### config.mk
export PLATFORM = sky130hd
export DESIGN_NAME = iq_stream_scheduler_flat
export DESIGN_NICKNAME = d
export VERILOG_FILES = /design/src/rtl/iq_sched_pkg.sv /design/src/rtl/iq_stream_scheduler_if.sv /design/src/rtl/iq_sync_edge.sv /design/src/rtl/iq_stream_scheduler.sv /design/src/flat_wrapper.sv
export SDC_FILE = /design/constraint.sdc
export NUM_CORES = 2
export LEC_CHECK = 0
export ABC_AREA = 1
export BUFFER_PORTS_ARGS = -buffer_cell sky130_fd_sc_hd__buf_2
export CORE_MARGIN = 2
export CORE_UTILIZATION = 55
export DETAILED_ROUTE_END_ITERATION = 7
export HOLD_SLACK_MARGIN = 0.02
export PLACE_DENSITY = 0.86
export SETUP_SLACK_MARGIN = 0.15
export SLEW_MARGIN = 20
export SYNTH_ARGS = -nofsm -noshare
export SYNTH_HDL_FRONTEND = slang
export SYNTH_SLANG_ARGS = --single-unit
### constraint.sdc
create_clock -name clk_in -period 6.6 [get_ports clk_in]
set_input_delay 0.33 -clock clk_in [delete_from_list [all_inputs] [get_ports clk_in]]
set_output_delay 0.33 -clock clk_in [all_outputs]
set_load 0.01 [all_outputs]
### src/rtl/iq_sched_pkg.sv
// Shared constants for the IQ stream scheduler: frame packing, widths and defaults.
// IQ_SEQ_TAG_EN widens each FIFO entry by a 16-bit sequence tag.
package iq_sched_pkg;

  localparam int SAMPLE_W  = 32;
  localparam int FRAME_W   = 128;
  localparam int TAG_W     = 16;
  localparam int DEF_DEPTH = 8;
  localparam int DEF_LVL_W = 4;

  // Frame packing, MSB first: {RX1_Q, RX1_I, RX2_Q, RX2_I}
  localparam int RX1_Q_LSB = 96;
  localparam int RX1_I_LSB = 64;
  localparam int RX2_Q_LSB = 32;
  localparam int RX2_I_LSB = 0;

`ifdef IQ_SEQ_TAG_EN
  localparam int OUT_W = TAG_W + FRAME_W;
`else
  localparam int OUT_W = FRAME_W;
`endif

  function automatic logic [FRAME_W-1:0] pack_frame(input logic [SAMPLE_W-1:0] rx1_i,
                                                    input logic [SAMPLE_W-1:0] rx1_q,
                                                    input logic [SAMPLE_W-1:0] rx2_i,
                                                    input logic [SAMPLE_W-1:0] rx2_q);
    logic [FRAME_W-1:0] f;
    f = '0;
    f[RX1_Q_LSB +: SAMPLE_W] = rx1_q;
    f[RX1_I_LSB +: SAMPLE_W] = rx1_i;
    f[RX2_Q_LSB +: SAMPLE_W] = rx2_q;
    f[RX2_I_LSB +: SAMPLE_W] = rx2_i;
    return f;
  endfunction

endpackage

### src/rtl/iq_stream_scheduler_if.sv
// Bus-interface side of the IQ stream scheduler (RX IQ read path and status).
// Entry width follows iq_sched_pkg::OUT_W, which grows under IQ_SEQ_TAG_EN.
interface iq_stream_scheduler_if #(
  parameter int LVL_W = iq_sched_pkg::DEF_LVL_W
);

  // pop_req: one-cycle pulse that consumes the head shown on frame_out while
  // frame_valid is high; the next head is on frame_out the following cycle.
  // A pop_req while frame_valid is low is dropped and raises underflow.
  logic                          pop_req;
  logic                          flags_clr;
  logic [iq_sched_pkg::OUT_W-1:0] frame_out;
  logic                          frame_valid;
  logic [LVL_W-1:0]              fifo_level;
  logic                          IQ_IRQ;
  logic                          overflow;
  logic                          underflow;

  modport master (
    output pop_req, flags_clr,
    input  frame_out, frame_valid, fifo_level, IQ_IRQ, overflow, underflow
  );

  modport slave (
    input  pop_req, flags_clr,
    output frame_out, frame_valid, fifo_level, IQ_IRQ, overflow, underflow
  );

endinterface

### src/rtl/iq_sync_edge.sv
// Two-flop synchronizer followed by a rising-edge detector for an asynchronous strobe.
module iq_sync_edge (
  input  logic clk_in,
  input  logic reset_n,
  input  logic async_in,
  output logic rise
);

  // sync_q[1] is the synchronized level, sync_q[2] its previous value
  logic [2:0] sync_q;

  always_ff @(posedge clk_in or negedge reset_n) begin
    if (!reset_n) sync_q <= '0;
    else          sync_q <= {sync_q[1:0], async_in};
  end

  assign rise = sync_q[1] & ~sync_q[2];

endmodule

### src/rtl/iq_stream_scheduler.sv
// Buffers DDC IQ frames in a show-ahead FIFO for the STM32 RX IQ read path.
// Optional IQ_SEQ_TAG_EN prepends a 16-bit push sequence tag to every entry.
module iq_stream_scheduler
  import iq_sched_pkg::*;
#(
  parameter int DEPTH      = DEF_DEPTH,
  parameter int IRQ_THRESH = 1,
  parameter int LVL_W      = DEF_LVL_W
) (
  input  logic                       clk_in,
  input  logic                       reset_n,
  input  logic                       rx_enable,
  input  logic signed [SAMPLE_W-1:0] RX1_I,
  input  logic signed [SAMPLE_W-1:0] RX1_Q,
  input  logic signed [SAMPLE_W-1:0] RX2_I,
  input  logic signed [SAMPLE_W-1:0] RX2_Q,
  input  logic                       IQ_valid,
  iq_stream_scheduler_if.slave       bus
);

  localparam int AW = LVL_W - 1;

  logic               rise;
  logic               stage_valid;
  logic [FRAME_W-1:0] stage_frame;
  logic [OUT_W-1:0]   stage_entry;
  logic [OUT_W-1:0]   mem [DEPTH];
  logic [LVL_W-1:0]   wr_ptr, rd_ptr, level_q;
  logic [LVL_W-1:0]   wr_n, rd_n, level_n;
  logic [OUT_W-1:0]   frame_q, head_n;
  logic               irq_q, ovf_q, unf_q;
  logic               empty, full;
  logic               push_req, do_push, do_pop, ovf_evt, unf_evt;

  iq_sync_edge u_sync (
    .clk_in   (clk_in),
    .reset_n  (reset_n),
    .async_in (IQ_valid),
    .rise     (rise)
  );

  // Edges seen while disabled are never staged, so re-enabling needs a fresh strobe
  always_ff @(posedge clk_in or negedge reset_n) begin
    if (!reset_n) begin
      stage_valid <= 1'b0;
      stage_frame <= '0;
    end else if (!rx_enable) begin
      stage_valid <= 1'b0;
    end else begin
      stage_valid <= rise;
      if (rise) stage_frame <= pack_frame(RX1_I, RX1_Q, RX2_I, RX2_Q);
    end
  end

`ifdef IQ_SEQ_TAG_EN
  // Counts every push attempt, dropped ones included, so gaps are visible
  logic [TAG_W-1:0] tag_cnt;

  always_ff @(posedge clk_in or negedge reset_n) begin
    if (!reset_n)      tag_cnt <= '0;
    else if (push_req) tag_cnt <= tag_cnt + 1'b1;
  end

  assign stage_entry = {tag_cnt, stage_frame};
`else
  assign stage_entry = stage_frame;
`endif

  assign empty = (wr_ptr == rd_ptr);
  assign full  = (wr_ptr[AW] != rd_ptr[AW]) && (wr_ptr[AW-1:0] == rd_ptr[AW-1:0]);

  always_comb begin
    push_req = stage_valid && rx_enable;
    do_pop   = bus.pop_req && rx_enable && !empty;
    do_push  = push_req && (!full || do_pop);
    ovf_evt  = push_req && full && !do_pop;
    unf_evt  = bus.pop_req && rx_enable && empty;
    wr_n     = wr_ptr + LVL_W'(do_push);
    rd_n     = rd_ptr + LVL_W'(do_pop);
    level_n  = wr_n - rd_n;
    // Bypass when the entry being written becomes the new head
    head_n   = (do_push && (wr_ptr == rd_n)) ? stage_entry : mem[rd_n[AW-1:0]];
    if (level_n == '0) head_n = '0;
    if (!rx_enable) begin
      wr_n    = '0;
      rd_n    = '0;
      level_n = '0;
      head_n  = '0;
    end
  end

  always_ff @(posedge clk_in) begin
    if (do_push) mem[wr_ptr[AW-1:0]] <= stage_entry;
  end

  always_ff @(posedge clk_in or negedge reset_n) begin
    if (!reset_n) begin
      wr_ptr  <= '0;
      rd_ptr  <= '0;
      level_q <= '0;
      frame_q <= '0;
      irq_q   <= 1'b0;
      ovf_q   <= 1'b0;
      unf_q   <= 1'b0;
    end else begin
      wr_ptr  <= wr_n;
      rd_ptr  <= rd_n;
      level_q <= level_n;
      frame_q <= head_n;
      irq_q   <= rx_enable && (level_q >= LVL_W'(IRQ_THRESH));
      if (ovf_evt)            ovf_q <= 1'b1;
      else if (bus.flags_clr) ovf_q <= 1'b0;
      if (unf_evt)            unf_q <= 1'b1;
      else if (bus.flags_clr) unf_q <= 1'b0;
    end
  end

  assign bus.frame_out   = frame_q;
  assign bus.frame_valid = (level_q != '0);
  assign bus.fifo_level  = level_q;
  assign bus.IQ_IRQ      = irq_q;
  assign bus.overflow    = ovf_q;
  assign bus.underflow   = unf_q;

endmodule

### src/flat_wrapper.sv
// flat-port wrapper written by rule: the top's interface ports become plain ports
module iq_stream_scheduler_flat import iq_sched_pkg::*;
#(
  parameter int DEPTH      = DEF_DEPTH,
  parameter int IRQ_THRESH = 1,
  parameter int LVL_W      = DEF_LVL_W
)
  (clk_in, reset_n, rx_enable, RX1_I, RX1_Q, RX2_I, RX2_Q, IQ_valid, bus_pop_req, bus_flags_clr, bus_frame_out, bus_frame_valid, bus_fifo_level, bus_IQ_IRQ, bus_overflow, bus_underflow);
  iq_stream_scheduler_if #(.LVL_W(LVL_W)) bus_i ();
  input  logic clk_in;
  input  logic reset_n;
  input  logic rx_enable;
  input  logic signed [SAMPLE_W-1:0] RX1_I;
  input  logic signed [SAMPLE_W-1:0] RX1_Q;
  input  logic signed [SAMPLE_W-1:0] RX2_I;
  input  logic signed [SAMPLE_W-1:0] RX2_Q;
  input  logic IQ_valid;
  input wire logic [$bits(bus_i.pop_req)-1:0] bus_pop_req;
  input wire logic [$bits(bus_i.flags_clr)-1:0] bus_flags_clr;
  output wire logic [$bits(bus_i.frame_out)-1:0] bus_frame_out;
  output wire logic [$bits(bus_i.frame_valid)-1:0] bus_frame_valid;
  output wire logic [$bits(bus_i.fifo_level)-1:0] bus_fifo_level;
  output wire logic [$bits(bus_i.IQ_IRQ)-1:0] bus_IQ_IRQ;
  output wire logic [$bits(bus_i.overflow)-1:0] bus_overflow;
  output wire logic [$bits(bus_i.underflow)-1:0] bus_underflow;
  assign bus_i.pop_req = bus_pop_req;
  assign bus_i.flags_clr = bus_flags_clr;
  assign bus_frame_out = bus_i.frame_out;
  assign bus_frame_valid = bus_i.frame_valid;
  assign bus_fifo_level = bus_i.fifo_level;
  assign bus_IQ_IRQ = bus_i.IQ_IRQ;
  assign bus_overflow = bus_i.overflow;
  assign bus_underflow = bus_i.underflow;
  iq_stream_scheduler #(.DEPTH(DEPTH), .IRQ_THRESH(IRQ_THRESH), .LVL_W(LVL_W)) u_core (.clk_in(clk_in), .reset_n(reset_n), .rx_enable(rx_enable), .RX1_I(RX1_I), .RX1_Q(RX1_Q), .RX2_I(RX2_I), .RX2_Q(RX2_Q), .IQ_valid(IQ_valid), .bus(bus_i));
endmodule
Word-level counts from Yosys, hierarchy flattened:

Memory sizes are Yosys's and may differ from the RTL's.
Cells that the tools add are included.
W data, S select, Z words.

* add/subtract/negate cells: 3
* order comparisons: 1
* equal/unequal tests: 4
* multiplexer cells: 12
* bitwise logic cells: 2
* reduce and logical (&&, ||, !) cells: 19

Operators by type and width (number)
* $mux W128: 3
* $mux W4: 3
* $logic_and A1 B1 Y1: 10
* $add A4 B1 Y4: 2
* $eq A4 B4 Y1: 2
* $mux W1: 6
* $ge A4 B1 Y1 const B: 1
* $logic_not A4 Y1: 1
* $reduce_bool A2 Y1: 2
* $reduce_bool A4 Y1: 1
* $sub A4 B4 Y4: 1
* $eq A3 B3 Y1: 1
* $logic_not A1 Y1: 3
* $reduce_and A2 Y1: 1
* $and A1 B1 Y1: 1
* $logic_or A1 B1 Y1: 1
* $ne A1 B1 Y1: 1
* $not A1 Y1: 1

* register bits: 275
* memory bits (writable): 1024
* bits of input ports: 134
* output and inout port bits: 136
* word-level logic and storage cells: 52
* memories: 1

Memories
* u_core.mem: words 8, width 128, rd ports 1, clocked after memory_dff 0, wr ports 1, line iq_stream_scheduler.sv:27 `logic [OUT_W-1:0] mem [DEPTH];`

Logic depth before layout (Yosys ltp):

* word-level depth: 10
* mapped depth: 24
* mapped depth without buffers: 18

By module:

Synthesis repeated with hierarchy kept, for this count alone.

* cells, all modules: 4536
* area, all modules: 51697.1 µm²

By module, submodules not included
* iq_stream_scheduler: times used 1, cells each 4531, area each 51612.0 µm², seq. area each 37556.0 µm²
* iq_sync_edge: times used 1, cells each 5, area each 85.1 µm², seq. area each 75.1 µm²

Least setup slack after synthesis:

OpenSTA, ideal clock, no wires.

* path type: register -> register
* start point: reg u_core.wr_ptr[1]
* end point: mem u_core.mem[0][0] in the netlist's numbering (enable)
* library setup time: 0.617 ns
* data arrival time: 6.381 ns
* required time: 5.983 ns
* setup slack: -0.398 ns
* cell stages (with the launch flop): 9
* path buffers: 1
* clock period less this slack: 6.998 ns
* cells stage by stage: dfrtp_1 > buf_4 > inv_2 > nand2_1 > nand2_1 > nor2_1 > a31oi_1 > nand2_1 > nor2_1

* word-level cells in the longest chain between the ends: 7
* elaborated cells between the ends (all ways): 10
* classes of those cells: eq/ne (2); mux (2); reduce/logical (6)

Ends and longest elaborated chain
* start, declared: line iq_stream_scheduler.sv:28 `logic [LVL_W-1:0] wr_ptr, rd_ptr, level_q;`
* start signal, assigned: line iq_stream_scheduler.sv:106 `wr_ptr <= wr_n;`
* $eq A4 B4 Y1 / $eq A3 B3 Y1 (equally long branches): line iq_stream_scheduler.sv:69, iq_stream_scheduler.sv:70
* $logic_not A1 Y1 / $logic_and A1 B1 Y1 (equally long branches): line iq_stream_scheduler.sv:74, iq_stream_scheduler.sv:70
* $logic_and A1 B1 Y1 / $logic_not A1 Y1 (equally long branches): line iq_stream_scheduler.sv:74, iq_stream_scheduler.sv:75
* $logic_or A1 B1 Y1: line iq_stream_scheduler.sv:75 `do_push = push_req && (!full || do_pop);`
* $logic_and A1 B1 Y1: line iq_stream_scheduler.sv:75
* $mux W1: line iq_stream_scheduler.sv:93 `if (do_push) mem[wr_ptr[AW-1:0]] <= stage_entry;`
* $mux W1 (implied by the code): line iq_stream_scheduler.sv:93
* end, declared: line iq_stream_scheduler.sv:27

Several ways; a longest one is shown, not always the timed one.

Worst setup path in the final report:

* start point: reg u_core.wr_ptr[1]
* end point: reg u_core.frame_q[75] (netlist: u_core.bus.frame_out[75])

* word-level cells in the longest chain between the ends: 10
* elaborated cells between the ends (all ways): 18
* classes of those cells: add/sub (3); eq/ne (3); mux (3); reduce/logical (8); memory (1)

Ends and longest elaborated chain
* $eq A4 B4 Y1 / $eq A3 B3 Y1 (equally long branches): line iq_stream_scheduler.sv:69, iq_stream_scheduler.sv:70
* $logic_not A1 Y1 / $logic_and A1 B1 Y1 (equally long branches): line iq_stream_scheduler.sv:74, iq_stream_scheduler.sv:70
* $logic_and A1 B1 Y1 / $logic_not A1 Y1 (equally long branches): line iq_stream_scheduler.sv:74, iq_stream_scheduler.sv:75
* $logic_or A1 B1 Y1: line iq_stream_scheduler.sv:75
* $logic_and A1 B1 Y1: line iq_stream_scheduler.sv:75
* $add A4 B1 Y4: line iq_stream_scheduler.sv:78 `wr_n = wr_ptr + LVL_W'(do_push);`
* $sub A4 B4 Y4: line iq_stream_scheduler.sv:80 `level_n = wr_n - rd_n;`
* $logic_not A4 Y1: line iq_stream_scheduler.sv:83 `if (level_n == '0) head_n = '0;`
* $mux W128 (*): line iq_stream_scheduler.sv:83
* $mux W128 (*): line iq_stream_scheduler.sv:84 `if (!rx_enable) begin`
* named net u_core.head_n[75]: line iq_stream_scheduler.sv:30 `logic [OUT_W-1:0] frame_q, head_n;`
* end signal, assigned: line iq_stream_scheduler.sv:109 `frame_q <= head_n;`
* end, declared: line iq_stream_scheduler.sv:30

Mark *: on every way through the listed nets, which the timed path passes. The rest lies on a longest branch.
A chain may end at the register's enable or synchronous reset.

==> results.json <==
{
  "start_kind": "flip-flop",
  "leakage_nw": 23.66,
  "power_density_nw_per_um2": 302.8,
  "slew_violations": 0,
  "dp_hpwl_mm": 66.23,
  "synth_fp_nets": 4697,
  "cts_resized": 0,
  "postSynthAreaPerCell_um2": 11.41,
  "cap_violations": 0,
  "hp-class": "input port to flip-flop",
  "hp-start": "bus_pop_req",
  "clockBufferDepth": 3,
  "die_area_um2": 97000,
  "grt-ovfl-total": 0,
  "fmax_ghz": 0.1888,
  "fin_nets": 4982,
  "hold_viol": 0,
  "startpoint": "u_core.wr_ptr[1]",
  "yosysUniqueCellTypes": 27,
  "vias": 37299,
  "finClkSkew_ns": 0.02869,
  "gp_congestion": 0.8049,
  "clkTransAtPathRegs_ns": 0.07,
  "area_growth_pct": 15.29,
  "path_cells": "inv_2, nand2_1, nand2_1, nor2_1, and3_1, nor2_1, ha_4, ha_4, inv_8, ha_1, nand2_1, o21ai_0, nand2_1, nand3_1, nand2_1, inv_4, buf_12, nor2_1",
  "rsz0062_at_grt": "no",
  "numCtsBuffers": 131,
  "postLayoutCoreUtil_pct": 64.12,
  "rr_startpoint": "u_core.wr_ptr[1]",
  "crit_fanout": 119,
  "relSlewSlack_pct": 13.28,
  "routed_wl_mm": 140.6,
  "critPathCaptureType": "flip-flop",
  "gr-usage-all-layers_pct": 28.53,
  "tightest_slew_ns": 1.301,
  "core_area_um2": 93470,
  "grt_antenna_before_repair": 4,
  "first_pass_iters": 8,
  "drive_gt1_share_pct": 10.73,
  "synth_cells": 4555,
  "pre_cts_slack_ns": 1.539,
  "setup_viol": 0,
  "port_buffers": 269,
  "syn_area_um2": 51990,
  "min_period_ns": 5.297,
  "ioPinCount": 270,
  "violations": "DRC",
  "setup-tns-final_ns": 0,
  "wl_per_cell_um": 22.64,
  "yosysWarnings": 0,
  "cts_tree": "done",
  "status": "finished, violations left",
  "postRouteAntennaNets": 0,
  "htreeDepth": 4,
  "drt-initial-drc-count": 5612,
  "grt_max_degree": 237,
  "crit_type": "flip-flop to flip-flop",
  "slowest_delay_ns": 0.90,
  "required_ns": 7.18,
  "synth-seq-area-share_pct": 72.38,
  "finalCritPeriodShare_pct": 80.26,
  "slowest_stage": "ha_4",
  "die_w_um": 311.5,
  "start_util_pct": 55.62,
  "grt_pass1_vias": 37660,
  "die_h_um": 311.5,
  "arrival_ns": 5.88,
  "rrSetupSlack_ns": 1.30,
  "synth-seq-cells": 1299,
  "drc": 2,
  "via_per_inst": 6.008,
  "grt_pass1_wl_mm": 212.7,
  "insertion_delay_ns": 0.74,
  "row_count": 112,
  "vdd_ir_drop_max_uv": 272.7,
  "finalWorstSetupSlack_ns": 1.303,
  "crit_top_cell": "nand2_1",
  "holdWs_ns": 0.1790,
  "cts-root-buf": "clkbuf_16",
  "cts.sinks": 1299
}
## flip-flops by register name, indices dropped and copies added, names as in the netlist
signal,count
u_core.wr_ptr,4
u_core.bus.fifo_level,4
u_core.stage_entry,128
u_core.bus.IQ_IRQ,1
u_core.rd_ptr,4
u_core.bus.underflow,1
u_core.u_sync.sync_q,3
u_core.mem,1024
u_core.bus.overflow,1
u_core.bus.frame_out,128
u_core.stage_valid,1
## layout make-up
| class | instances | area, µm² |
|---|---|---|
| tap | 1254 | 1569 |
| sequential | 1299 | 37630 |
| antenna | 5 | 12.51 |
| multi-input combinational | 2798 | 12540 |
| timing repair buffer | 452 | 3214 |
| clock inverter | 50 | 645.6 |
| fill | 6308 | 33530 |
| inverter | 158 | 615.6 |
| clock buffer | 192 | 3711 |
## final timing paths
path | to | depth (start not counted)
min reg2reg | u_core.u_sync.sync_q[1] | 0
max in group asynchronous | u_core.stage_entry[40] | 3
min | u_core.bus.underflow | 5
max | u_core.bus.frame_out[75] | 18
max reg2reg | u_core.bus.frame_out[75] | 18
min in group asynchronous | u_core.stage_entry[13] | 2
## metrics by stage
step / cells / power [W] / instance area (µm²)
after floorplan: 4555 / 0.01020 / 51990
after global routing: 6207 / 0.01861 / 59930
after global placement: 5827 / 0.01059 / 54200
after CTS: 6203 / 0.01812 / 59920
final: 6208 / 0.01815 / 59940
after detailed placement: 5829 / 0.01065 / 54240
## cells in the mapped netlist
cell type	n	share of area [%]
nor2_1	149	1.1
nand3_1	523	5.0
buf_1	22	0.16
a21oi_1	258	2.5
edfxtp_1	1024	59
o21ai_0	129	1.2
xor2_1	1	0.017
nor2_2	1	0.012
dfrtp_1	275	13
nand2_1	1462	11
nand4_1	131	1.6
or2_2	5	0.060
clkinv_1	1	0.0072
inv_1	152	1.1
fa_1	1	0.039
or2_1	102	1.2
clkbuf_1	115	0.83
inv_2	5	0.036
ha_1	7	0.17
a31oi_1	3	0.036
buf_2	155	1.5
and3_1	1	0.012
or2_0	22	0.26
o21ai_1	1	0.0096
buf_4	8	0.12
o22ai_1	1	0.012
xnor2_4	1	0.053
## layer usage
metal  routed length [µm]  global-route usage, %  share of wire, %  vias up
met2                67390                  46.03                48     2791
met3                16690                  6.249                12      553
li1                     -                      -                 -    16186
met5                    0                      0                 0        -
met1                49010                  36.12                35    17769
met4                 7474                  15.78               5.3        0
## worst max-delay path, delay by kind of cell (launching register included)
family / cells / cell delay (ns)
and+or+nand+nor: 10 / 1.17
buffers and inverters: 4 / 1.56
adders and majority gates: 3 / 1.56
DFF: 1 / 0.49
AOI/OAI and AO/OA: 1 / 0.20
## timing repair
| item | in CTS | in global routing |
|---|---|---|
| hold buffers | 132 | 0 |
| endpoints found under the hold margin | 238 | 0 |
| buffers inserted | 0 | 0 |
## kinds of logic after synthesis
family | after synthesis | synth area share, %
and+or+nand+nor | 2396 | 19.82
DFF | 1299 | 72.38
buffers and inverters | 458 | 3.738
AOI/OAI and AO/OA | 392 | 3.783
adders and majority gates | 8 | 0.2070
xor gates and xnor gates | 2 | 0.06980
## placed cells by master, fill, tap and decap left out, types with 2 or more instances in the layout
master,instances
buf_4,38
diode_2,5
ha_4,2
clkinv_1,15
nand4_1,131
o21ai_0,129
clkbuf_16,134
a31oi_1,3
dlygate4sd3_1,132
inv_6,5
clkinv_4,3
inv_1,150
inv_4,3
inv_2,2
nand3_1,521
clkbuf_8,14
a21oi_1,258
clkinv_8,5
or2_2,5
inv_8,3
dfrtp_1,275
bufinv_16,12
nand2_1,1462
or2_1,102
edfxtp_1,1024
nor2_1,140
buf_2,268
nor2_4,10
or2_0,22
ha_1,5
buf_12,12
clkinvlp_4,2
nand3_4,2
clkbuf_1,44
clkinv_2,7
## where the power goes
group / internal (W) / switching (W) / total [W]
Combinational: 0.000317 / 0.000634 / 0.000951
Clock: 0.00440 / 0.00313 / 0.00754
Sequential: 0.00930 / 0.000362 / 0.00966
Total: 0.0140 / 0.00413 / 0.0181
Power figures use the tool's default switching activity.
